`src/rtl/nibble_serial_adder_pkg.sv`:
```
// Shared types and constants for the nibble-serial add/subtract unit.
package nibble_serial_adder_pkg;

    // Operand bits consumed per clock.
    localparam int unsigned NIB_W = 4;

    typedef enum logic [1:0] {
        StIdle,
        StRun,
        StDone
    } state_e;

    // Slice counter width; never narrower than one bit so WIDTH=4 still has a counter.
    function automatic int unsigned cnt_width(input int unsigned nib);
        return (nib > 1) ? $clog2(nib) : 1;
    endfunction

endpackage

```
`src/rtl/four_bit_add.sv`:
```
// 4-bit carry-lookahead adder stage: sum = a + b + cin, with carry out.
module four_bit_add (
    input  logic [3:0] a,
    input  logic [3:0] b,
    input  logic       cin,
    output logic [3:0] sum,
    output logic       cout
);

    logic [3:0] g;
    logic [3:0] p;
    logic [4:0] c;

    // Generate/propagate terms with all carries expanded directly from cin.
    always_comb begin
        g    = a & b;
        p    = a ^ b;
        c[0] = cin;
        c[1] = g[0] | (p[0] & cin);
        c[2] = g[1] | (p[1] & g[0]) | (p[1] & p[0] & cin);
        c[3] = g[2] | (p[2] & g[1]) | (p[2] & p[1] & g[0]) | (p[2] & p[1] & p[0] & cin);
        c[4] = g[3] | (p[3] & g[2]) | (p[3] & p[2] & g[1]) | (p[3] & p[2] & p[1] & g[0])
             | (p[3] & p[2] & p[1] & p[0] & cin);
        sum  = p ^ c[3:0];
        cout = c[4];
    end

endmodule

```
`src/rtl/nibble_serial_adder.sv`:
```
// Multi-cycle add/subtract: one 4-bit slice per clock through a single four_bit_add,
// LSB nibble first, with the inter-slice carry held in a register.
module nibble_serial_adder
    import nibble_serial_adder_pkg::*;
#(
    parameter int unsigned WIDTH = 16
) (
    input  logic             clk,
    input  logic             rst,
    input  logic             start,
    input  logic             sub,
    input  logic [WIDTH-1:0] a,
    input  logic [WIDTH-1:0] b,
    input  logic             cin,
    output logic             busy,
    output logic             done,
    output logic [WIDTH-1:0] sum,
    output logic             cout,
    output logic             ovf
);

    localparam int unsigned NIB  = WIDTH / NIB_W;
    localparam int unsigned CNTW = cnt_width(NIB);

    state_e            state_q, state_d;
    logic [WIDTH-1:0]  a_q, a_d;
    logic [WIDTH-1:0]  b_q, b_d;
    logic [WIDTH-1:0]  s_q, s_d;
    logic              c_q, c_d;
    logic [CNTW-1:0]   cnt_q, cnt_d;
    logic              a_msb_q, a_msb_d;
    logic              b_msb_q, b_msb_d;
    logic [WIDTH-1:0]  sum_q, sum_d;
    logic              cout_q, cout_d;
    logic              ovf_q, ovf_d;

    logic [WIDTH-1:0]  b_eff;
    logic [NIB_W-1:0]  add_sum;
    logic              add_cout;
    logic [WIDTH-1:0]  s_shift;
    logic              last;

    four_bit_add u_add (
        .a    (a_q[NIB_W-1:0]),
        .b    (b_q[NIB_W-1:0]),
        .cin  (c_q),
        .sum  (add_sum),
        .cout (add_cout)
    );

    // Slice datapath: new nibble enters the top of the accumulator as it shifts right.
    always_comb begin
        b_eff   = sub ? ~b : b;
        s_shift = (s_q >> NIB_W) | (WIDTH'(add_sum) << (WIDTH - NIB_W));
        last    = (cnt_q == CNTW'(NIB - 1));
    end

    // Next-state and register updates for the IDLE/RUN/DONE sequencer.
    always_comb begin
        state_d = state_q;
        a_d     = a_q;
        b_d     = b_q;
        s_d     = s_q;
        c_d     = c_q;
        cnt_d   = cnt_q;
        a_msb_d = a_msb_q;
        b_msb_d = b_msb_q;
        sum_d   = sum_q;
        cout_d  = cout_q;
        ovf_d   = ovf_q;
        unique case (state_q)
            StIdle, StDone: begin
                state_d = StIdle;
                if (start) begin
                    a_d     = a;
                    b_d     = b_eff;
                    s_d     = '0;
                    c_d     = sub ? 1'b1 : cin;
                    cnt_d   = '0;
                    a_msb_d = a[WIDTH-1];
                    b_msb_d = b_eff[WIDTH-1];
                    state_d = StRun;
                end
            end
            StRun: begin
                a_d   = a_q >> NIB_W;
                b_d   = b_q >> NIB_W;
                s_d   = s_shift;
                c_d   = add_cout;
                cnt_d = cnt_q + CNTW'(1);
                if (last) begin
                    sum_d   = s_shift;
                    cout_d  = add_cout;
                    ovf_d   = (a_msb_q == b_msb_q) && (s_shift[WIDTH-1] != a_msb_q);
                    state_d = StDone;
                end
            end
            default: state_d = StIdle;
        endcase
    end

    // State and datapath registers with synchronous reset.
    always_ff @(posedge clk) begin
        if (rst) begin
            state_q <= StIdle;
            a_q     <= '0;
            b_q     <= '0;
            s_q     <= '0;
            c_q     <= 1'b0;
            cnt_q   <= '0;
            a_msb_q <= 1'b0;
            b_msb_q <= 1'b0;
            sum_q   <= '0;
            cout_q  <= 1'b0;
            ovf_q   <= 1'b0;
        end else begin
            state_q <= state_d;
            a_q     <= a_d;
            b_q     <= b_d;
            s_q     <= s_d;
            c_q     <= c_d;
            cnt_q   <= cnt_d;
            a_msb_q <= a_msb_d;
            b_msb_q <= b_msb_d;
            sum_q   <= sum_d;
            cout_q  <= cout_d;
            ovf_q   <= ovf_d;
        end
    end

    // Outputs come straight from registers; no input-to-output combinational path.
    always_comb begin
        busy = (state_q == StRun);
        done = (state_q == StDone);
        sum  = sum_q;
        cout = cout_q;
        ovf  = ovf_q;
    end

endmodule

```
`config.mk`:
```
export PLATFORM = sky130hd
export DESIGN_NAME = nibble_serial_adder
export DESIGN_NICKNAME = d
export VERILOG_FILES = /design/src/rtl/nibble_serial_adder_pkg.sv /design/src/rtl/four_bit_add.sv /design/src/rtl/nibble_serial_adder.sv
export SDC_FILE = /design/constraint.sdc
export NUM_CORES = 1
export LEC_CHECK = 0
export BUFFER_PORTS_ARGS = -buffer_cell sky130_fd_sc_hd__buf_2
export CORE_MARGIN = 2
export CORE_UTILIZATION = 50
export CTS_CLUSTER_DIAMETER = 200
export DETAILED_ROUTE_END_ITERATION = 10
export PLACE_DENSITY = 0.74
export SYNTH_ARGS = -nofsm -noshare
export SYNTH_HDL_FRONTEND = slang
export SYNTH_SLANG_ARGS = --single-unit
```
`constraint.sdc`:
```
create_clock -name clk -period 2.4 [get_ports clk]
set_input_delay 0 -clock clk [delete_from_list [all_inputs] [get_ports clk]]
set_output_delay 0 -clock clk [all_outputs]
set_load 0.02 [all_outputs]
```
# == After elaboration in Yosys (flattened, before gate mapping) ==
# Cells that the tools add are included.
# classes
reduce_logical,7
n_addsub,1
mux,15
n_eq_ne,7
n_bitwise,31
# op_table
op,count
16-bit case mux with 2 select lines,3
16-bit 2-to-1 mux,4
1-bit bitwise AND,16
16-bit NOT,1
12-bit by 16-bit bitwise OR with 16-bit output,1
1-bit bitwise OR,10
2-bit case mux with 2 select lines,2
4-bit XOR,2
2-bit AND reduction,3
4-bit bitwise AND,1
"2-bit equality test, second input constant",2
2-bit 2-to-1 mux,2
1-bit 2-to-1 mux,3
"2-bit by 1-bit adder with 2-bit output, second input constant",1
"2-bit by 1-bit equality test with 1-bit output, second input constant",1
2-bit logical NOT,1
"2-bit by 1-bit inequality test with 1-bit output, second input constant",1
"2-bit inequality test, second input constant",1
1-bit case mux with 2 select lines,1
2-bit nonzero test,1
2-bit OR reduction,1
1-bit equality test,1
1-bit logical AND,1
1-bit inequality test,1
# totals
word_cells,72
out_inout_bits,20
reg_bits,73
inputBits,37

# == Logic depth before layout (Yosys ltp) ==
# Gate-level depths: netlist of the first run.
# depth
word_depth,9
ltp_mapped,7
ltp_nobuf,5

# == Hierarchy ==
# Synthesis of the first run repeated with hierarchy kept, for this count alone.
# hier_totals
hier_cells,346
area_unflattened_um2,2921.6
# by_module_without_submodules
mod,seq_area_each_um2,area_each_um2,cells_each,n_inst
nibble_serial_adder,1381.3,2773.9,329,1
four_bit_add,0.0,147.6,17,1

# == Worst setup path before layout of the first run ==
# Ideal clock, no wire load.
# synth_path
path_type,register to register
startpoint,register a_q[0]
endpoint,"register ovf_q, in the netlist ovf"
slack_ps,669
n_path_buf,0
setup_time_ps,88
synth_period_minus_slack_ps,1731
stages_incl_launch_ff,6
t_arrival_ps,1643
cell_sequence,dfxtp_1 > ha_1 > a211o_1 > a211o_1 > a31o_1 > a311oi_2
# synth_between
elab_chain_cells,8
elab_cells_between_ends,11
classes_between,1 x eq/ne; 9 x bitwise; 1 x reduce/logical
# synth_lines
item,line_no,rtl
from (decl),nibble_serial_adder.sv:26,"logic [WIDTH-1:0] a_q, a_d;"
from (signal assigned),nibble_serial_adder.sv:106,a_q <= '0;
from (signal assigned),nibble_serial_adder.sv:118,a_q <= a_d;
4-bit bitwise AND or 4-bit XOR (tied branches),"four_bit_add.sv:16, four_bit_add.sv:17",
1-bit bitwise AND,four_bit_add.sv:21,c[3] = g[2] | (p[2] & g[1]) | (p[2] & p[1] & g[0]) | (p[2] & p[1] & p[0] & cin);
1-bit bitwise OR or 1-bit bitwise AND (tied branches),four_bit_add.sv:21,
1-bit bitwise OR *,four_bit_add.sv:21,
4-bit XOR *,four_bit_add.sv:24,sum = p ^ c[3:0];
12-bit by 16-bit bitwise OR with 16-bit output *,nibble_serial_adder.sv:54,s_shift = (s_q >> NIB_W) | (WIDTH'(add_sum) << (WIDTH - NIB_W));
1-bit inequality test *,nibble_serial_adder.sv:94,ovf_d = (a_msb_q == b_msb_q) && (s_shift[WIDTH-1] != a_msb_q);
1-bit logical AND *,nibble_serial_adder.sv:94,
to (signal assigned),nibble_serial_adder.sv:127,ovf_q <= ovf_d;
to (decl),nibble_serial_adder.sv:35,"logic ovf_q, ovf_d;"
# Every way passes the cells marked *; elsewhere a longest branch is shown, timed or not.
# A chain may end at the register's enable or synchronous reset.

# == Worst setup path in the final report of the first run ==
# Same ends and word-level chain as after synthesis.

==> impl_metrics.toml, run 1 <==
[run_status]
status = "completed"

[grt]
grt.met2_usage_pct = 36.5
grt_use_total_pct = 21.6
grt_pass1_vias = 2310
grt_start_max_net_pins = 34
grt_use_met3_pct = 4.55
antenna_found_initial = 0
grt_pass1_wl_um = 10600
overflow = 0
grt-busiest-layer = "met2"
use_met1_pct = 26.9

[sta]
fin_crit_sh_pct = 75.6
max_freq_mhz = 551
finalCriticalPeriod_ps = 1820
setup_viol = 0
fin_skew_ps = 10.2
rsz0062_at_grt = "no"
drv_slew = 0
relSlewSlack_pct = 61.0
hold_viol = 0
fin_setup_tns_ps = 0
timing.final.ws_setup_ps = 585
tightest_slew_ps = 584

[placed_design]
gp_congestion = 0.818
pre_cts_slack_ps = 589
dp_hpwl_um = 4060
portBuffers = 56

[drt]
antenna_left = 0
first_pass_iters = 4
via_count = 2457
routed_wl_um = 6280
vias_per_cell = 5.28
routedWlPerCell_um = 13.5
drc = 0
drt_iter0_markers = 76

[clock_tree]
clk_pin_slew_ps = 80
htree_levels = 3
cts_tree = "built"
clock_sinks = 69
cts_buffers = 9
cts_buffer_depth = 2
post_cts_resize_count = 0
cts-root-buf = "clkbuf_8"
insertion_delay_ps = 340

[cells_and_area]
antenna_cells = 0
drive_above_1_share_pct = 21.1
final_nets = 432
fin_util_pct = 64.2
area_delta_synth_final_pct = 25.2

[die]
rows = 27
core_area_sq_um = 5470
die_x_um = 78.9
die_h_um = 78.9
die_area_sq_um = 6230
start_util_pct = 51.3
num_io_pins = 57

[worst_setup_path]
start_kind = "flop"
cp_max_fo = 4
cp.required_ps = 2660
worstPathArrival_ps = 2070
worstSetupEndpointType = "flop"
crit_type = "reg2reg"

[synthesis]
synth_cell_type_count = 28
yosys-top-cells-area = "dfxtp_1 49%, a22oi_1 11%, nand2_1 8.6%"
synth-async-reset-ratio_pct = 0
synth_fp_nets = 369
syn_area_per_cell_sq_um = 8.61
synth_area_sq_um = 2810
ys_ff_latch = 69
yosysSeqAreaShare_pct = 49.2
synth_warnings = 0
synth-main-ff-cell = "dfxtp_1"
synth_area_leader_cell = "dfxtp_1"
synth-edff-count = 0
synthTopCellsByCount = "69 x dfxtp_1, 64 x nand2_1, 46 x a21oi_1"
synthCells = 326
synth_top_area_share_pct = 49.2
synth_most_common_cell = "dfxtp_1"

[power_and_ir_drop]
powerDensity_nw_per_um2 = 736
vdd_drop_max_mv = 0.402
leakagePower_nw = 1.45

[min_path]
hold_class = "in2reg"

[job]
cap_violations = 0
-- stage by stage --
stage,hold slack (ps),cell area [sq um],std cells,total power [mW]
6_report,4.35,3510,465,2.59
5_1_grt,3.39,3510,465,2.70
4_1_cts,2.76,3510,465,2.61
3_5_place_dp,262,3140,435,1.53
3_3_place_gp,252,3140,435,1.53
2_1_floorplan,159,2810,326,1.44
-- worst paths after layout --
check	from	to	slack [ps]	depth (start not counted)
hold / removal	a[1]	a_q[1]	4	3
hold reg to reg	sum[7]	sum[7]	450	2
setup / recovery	a_q[0]	ovf	580	5
setup reg to reg	a_q[0]	ovf	580	5
-- critical path, cell delays in order (launching register included) --
cell and delay [ps]:
dfxtp_1 340, ha_1 320, a211o_1 310, a211o_1 310
a31o_1 240, a311oi_2 220
-- placed cells by master (no fill, tap or decap), types with 6 or more instances in the layout --
| master | Yosys | layout |
|---|---|---|
| nor2_1 | 28 | 27 |
| dfxtp_1 | 69 | 69 |
| a22oi_1 | 41 | 41 |
| a21oi_1 | 46 | 46 |
| buf_2 | 12 | 56 |
| dlygate4sd3_1 | 0 | 15 |
| buf_4 | 0 | 6 |
| nand2_1 | 64 | 64 |
| clkbuf_8 | 0 | 11 |
| xor2_1 | 17 | 17 |
-- layout make-up --
| cell class | instances | area (sq um) |
|---|---|---|
| clock buffers | 12 | 155 |
| well taps | 72 | 90.1 |
| repair buffers | 78 | 495 |
| fillers | 496 | 1960 |
| inverters | 3 | 11.3 |
| multi-input cells | 228 | 1310 |
| flip-flops and latches | 69 | 1380 |
| clock inverters | 3 | 68.8 |
-- state kept, by name, summed over array words and instances (netlist names) --
register and flops:
cout 1, state_q 2, s_q 12, cnt_q 2
sum 16, a_q 16, c_q 1, b_q 16
b_msb_q 1, a_msb_q 1, ovf 1
-- power by group --
part | switching (mW) | internal, mW | leakage, nW
Clock | 0.417 | 0.639 | 0.113
Sequential | 0.0320 | 1.20 | 0.562
Combinational | 0.171 | 0.130 | 0.780
-- what timing repair did --
action                                  4_1_cts  5_1_grt
buffers inserted                              0        0
hold endpoints to repair                     17        0
hold buffers                                 15        0
endpoints found under the setup margin        0        0
-- layer usage --
metal  part of all wire, %  routed length (um)  vias to the layer above
met5                     0                   0                        -
met4                  0.64                  40                        0
met3                   4.9                 310                        4
met2                    50                3140                       71
met1                    44                2790                     1132
li1                      -                   -                     1250
-- logic make-up after synthesis --
family	share of synthesized area, %
AND/OR/NAND/NOR	15.5
AO/OA/AOI/OAI	22.6
flip-flops	49.2
buffers and inverters	4.41
XOR/XNOR	5.31
adder cells (fa/ha/maj)	2.94
Note: power is estimated with default switching activity, not from simulation.
==> inputs of run 2 (changes only) <==
==> constraint.sdc (replaced) <==
create_clock -name clk -period 1.7 [get_ports clk]
set_input_delay 0 -clock clk [delete_from_list [all_inputs] [get_ports clk]]
set_output_delay 0 -clock clk [all_outputs]
set_load 0.02 [all_outputs]
==> run 2 against run 1 <==
Net effect: die area unchanged; critical path depth unchanged; clock skew decreased by 2.9 ps; worst setup slack got worse by 570 ps; non-clock buffer count increased by 7; worst hold slack improved by 5.5 ps; critical path type unchanged; largest cell class unchanged.
==> impl_metrics.toml, run 2 (synthesis results as in run 1) <==
[run_status]
status = "completed"

[clock_tree]
htree_levels = 3
cts_tree = "built"
post_cts_buffers = 0
clk_pin_slew_ps = 70
cts-root-buf = "clkbuf_8"
insertion_delay_ps = 340
clock_sinks = 69
cts_buffers = 9
cts_buffer_depth = 2

[drt]
drt_iter0_markers = 79
via_count = 2503
antenna_left = 0
first_pass_iters = 5
vias_per_cell = 5.30
routedWlPerCell_um = 13.1
drc = 0
routed_wl_um = 6180

[worst_setup_path]
critPathSlowestCell = "dfxtp_4"
worstSetupEndpointType = "flop"
timing.rr.start = "b_q[0]"
path_cells = "ha_4 > a211o_1 > a211o_1 > a31o_1 > a311oi_2"
rr_endpoint = "ovf"
worstPathArrival_ps = 1940
crit_type = "reg2reg"
slowest_delay_ps = 370
start_kind = "flop"
reg2reg_setup_slack_ps = 10
r2r_cells = 5
cp_max_fo = 3
cp_common_cell = "a211o_1"
cp.required_ps = 1950

[sta]
hold_slack_ps = 9.89
rsz0062_at_grt = "yes"
setup_viol = 0
fin_setup_tns_ps = 0
max_freq_mhz = 593
fin_skew_ps = 7.35
fin_crit_sh_pct = 99.2
tightest_slew_ps = 463
finalCriticalPeriod_ps = 1690
relSlewSlack_pct = 69.2
hold_viol = 0
drv_slew = 0

[placed_design]
post-place-cells = 441
gp_congestion = 0.785
portBuffers = 56
dp_hpwl_um = 4070

[power_and_ir_drop]
vdd_drop_max_mv = 0.461
leakagePower_nw = 1.50
powerDensity_nw_per_um2 = 1010

[die]
core_area_sq_um = 5470
num_io_pins = 57
die_h_um = 78.9
start_util_pct = 51.3
rows = 27
die_area_sq_um = 6230
die_x_um = 78.9

[grt]
overflow = 0
grt_pass1_wl_um = 10500
antenna_found_initial = 0
grt_use_total_pct = 21.5
grt_start_max_net_pins = 42
grt_pass1_vias = 2267

[min_path]
hold_class = "in2reg"
hold_depth = 4
min_from = "start"
min_to = "a_msb_q"

[cells_and_area]
final_nets = 439
drive_above_1_share_pct = 23.0
final_cell_mix = "68 x dfxtp_1, 64 x nand2_1, 56 x buf_2"
area_delta_synth_final_pct = 28.2
antenna_cells = 0
final_common_cell = "dfxtp_1"
layout.cells.non_filler = 472

[job]
cap_violations = 0
run 2: what timing repair did:
action / 4_1_cts / 5_1_grt
gates resized for setup: 1 / 0
endpoints found under the setup margin: 1 / 1
hold buffers: 16 / 0
gates cloned: 0 / 0
hold endpoints to repair: 17 / 0
pin swaps: 1 / 0
run 2: power by group:
part / total [mW] / switching [mW] / internal, mW
combinational: 0.458 / 0.250 / 0.208
sequential: 1.74 / 0.0466 / 1.69
clock: 1.44 / 0.586 / 0.850
run 2: routing by layer:
metal	up-vias	track usage, %	routed length (um)
met5	-	0	0
met4	0	9.83	93
met3	9	4.09	253
met2	63	35.9	3120
met1	1163	27.1	2710
li1	1268	-	-
run 2: layout make-up:
type	instances	area [sq um]
inverter	3	11.3
multi-input combinational	228	1320
clock buffer	10	138
fill	505	1870
clock inverter	5	75.1
sequential	69	1390
tap	72	90.1
timing repair buffer	85	576
run 2: worst max-delay path: cells and delay by family, from the launching register on:
kind                       cells  cell delay, ps
AOI/OAI and AO/OA              4            1000
DFF                            1             370
adders and majority gates      1             240
run 2: worst max-delay path by stage:
stage	from	endpoint	slack, ps	cells past startpoint
floorplan	a_q[0]	ovf	0.8	5
global placement	b_q[0]	ovf	50	5
detailed placement	b_q[0]	ovf	20	5
CTS	b_q[0]	ovf	20	5
global route	b_q[0]	ovf	-30	5
finish	b_q[0]	ovf	10	5
run 2: metrics by stage:
stage | util, % | total power [mW] | cell area [sq um] | setup slack [ps]
after floorplan | - | 2.04 | 2820 | 0.816
after global placement | 58.9 | 2.19 | 3220 | 50.1
after detailed placement | 58.9 | 2.20 | 3220 | 19.4
after CTS | 65.8 | 3.66 | 3600 | 22.9
after global routing | 65.8 | 3.80 | 3600 | -30.5
final | 65.8 | 3.63 | 3600 | 13.5
==> inputs of run 3 (changes only) <==
--- a/config.mk
+++ b/config.mk
@@ -6,11 +6,12 @@
 export NUM_CORES = 1
 export LEC_CHECK = 0
 export BUFFER_PORTS_ARGS = -buffer_cell sky130_fd_sc_hd__buf_2
+export CORE_ASPECT_RATIO = 0.8
 export CORE_MARGIN = 2
 export CORE_UTILIZATION = 50
 export CTS_CLUSTER_DIAMETER = 200
 export DETAILED_ROUTE_END_ITERATION = 10
-export PLACE_DENSITY = 0.74
+export PLACE_DENSITY = 0.82
 export SYNTH_ARGS = -nofsm -noshare
 export SYNTH_HDL_FRONTEND = slang
 export SYNTH_SLANG_ARGS = --single-unit
==> run 3 against run 2 <==
Net effect: the flow now finishes with violations (negative setup slack); clock skew is 1.2 ps higher; clock power is 17% lower; worst hold slack better by 11 ps; core utilization is 0.063 points higher; critical path type unchanged; critical endpoint unchanged.
==> impl_metrics.toml, run 3 (synthesis results as in run 1) <==
[cells_and_area]
drive_above_1_share_pct = 23.3
antenna_cells = 0
area_delta_synth_final_pct = 27.5
final_nets = 441
final_cell_mix = "67 x dfxtp_1, 64 x nand2_1, 56 x buf_2"
final_common_cell = "dfxtp_1"
post-route-cell-area_sq_um = 3580
fin_util_pct = 65.8
layout.cells.non_filler = 481
nFillCells = 454

[die]
start_util_pct = 51.6
num_io_pins = 57
core_area_sq_um = 5440
die_h_um = 71.0
die_area_sq_um = 6230
die_x_um = 87.8
rows = 24

[clock_tree]
cts-root-buf = "clkbuf_8"
cts_tree = "built"
insertion_delay_ps = 340
htree_levels = 3
clk_pin_slew_ps = 70
cts_buffers = 9
clock_sinks = 69
cts_buffer_depth = 2

[power_and_ir_drop]
seqPwrFrac_pct = 51.1
clockPowerShare_pct = 35.2
netSwitchingFraction_pct = 26.5
vdd_drop_max_mv = 0.582
powerDensity_nw_per_um2 = 950
p_comb_share_pct = 13.7
p_sw_mw = 0.901
leakagePower_nw = 1.48
internal-power_mw = 2.50

[job]
cap_violations = 0

[placed_design]
dp_hpwl_um = 4360
portBuffers = 56
dpl_cell_area_sq_um = 3230
gp_congestion = 0.774
pre_cts_slack_ps = 10.3
post-place-cells = 448

[sta]
setup_viol = 1
rsz0062_at_grt = "yes"
drv_slew = 0
hold_slack_ps = 21.1
tightest_slew_ps = 480
relSlewSlack_pct = 68.0
max_freq_mhz = 588
fin_skew_ps = 8.54
fin_crit_sh_pct = 100
hold_viol = 0
timing.final.ws_setup_ps = -0.961
finalCriticalPeriod_ps = 1700

[run_status]
violations = "negative setup slack"
status = "finished, violations left"

[drt]
via_count = 2545
first_pass_iters = 4
routed_wl_um = 6670
vias_per_cell = 5.29
antenna_left = 0
routedWlPerCell_um = 13.9
drc = 0
drt_iter0_markers = 159

[grt]
grt_pass1_vias = 2375
overflow = 0
grt_use_total_pct = 22.6
grt_pass1_wl_um = 10900
grt_start_max_net_pins = 35
antenna_found_initial = 0

[worst_setup_path]
start_kind = "flop"
worstSetupEndpointType = "flop"
cp.required_ps = 1960
crit_type = "reg2reg"
cp_max_fo = 2
worstPathArrival_ps = 1960

[min_path]
hold_class = "in2reg"
run 3: cell count changes in the layout (fill, tap and decap cells not counted), sizes merged:
cell and change:
bufinv -2, clkbuf +2, buf +1, clkinvlp +1
dlygate4sd3 +1
run 3: through the flow:
step	power, mW	setup TNS (ps)
after floorplan	2.04	0
after global placement	2.18	0
after detailed placement	2.20	0
after CTS	3.41	0
after global routing	3.54	-54.6
final	3.40	-0.961
run 3: per-layer routing:
layer	up-vias	part of all wire [%]	track usage (%)
li1	1274	-	-
met1	1198	45	28.9
met2	58	48	35.9
met3	15	4.6	7.70
met4	0	2.0	7.18
met5	-	0	0
run 3: power groups by stage:
stage          clock network (mW)  logic, mW  registers (mW)
2_1_floorplan                   0      0.280            1.76
3_3_place_gp                    0      0.413            1.77
3_5_place_dp                    0      0.425            1.77
4_1_cts                      1.21      0.461            1.74
5_1_grt                      1.28      0.516            1.74
6_report                     1.20      0.465            1.74
run 3: cell type report:
class / instances / area, sq um / share of cell area (%)
multi-input combinational: 228 / 1320 / 37.0
clock inverter: 4 / 22.5 / 0.630
clock buffer: 12 / 155 / 4.34
timing repair buffer: 87 / 581 / 16.2
sequential: 69 / 1390 / 38.8
tap: 78 / 97.6 / 2.73
inverter: 3 / 11.3 / 0.315
run 3: path summary, 6_finish.rpt:
check         start  slack [ps]  cells past startpoint  endpoint
min             rst          20                      2   s_q[12]
min reg2reg  sum[4]         450                      2    sum[4]
max reg2reg  a_q[1]          -1                      5       ovf
max          a_q[1]          -1                      5       ovf
run 3: what timing repair did:
item                                    4_1_cts  5_1_grt
endpoints found under the hold margin        17        0
endpoints found under the setup margin        1        1
gates cloned                                  0        0
pin swaps                                     1        0
resized for setup                             1        1
buffers inserted                              0        0
hold buffers                                 17        0
run 3: critical path: stages (launching register included):
cell,delay (ps)
dfxtp_1,320
ha_1,320
o21a_2,230
a211o_1,310
a31o_1,230
a311oi_2,230
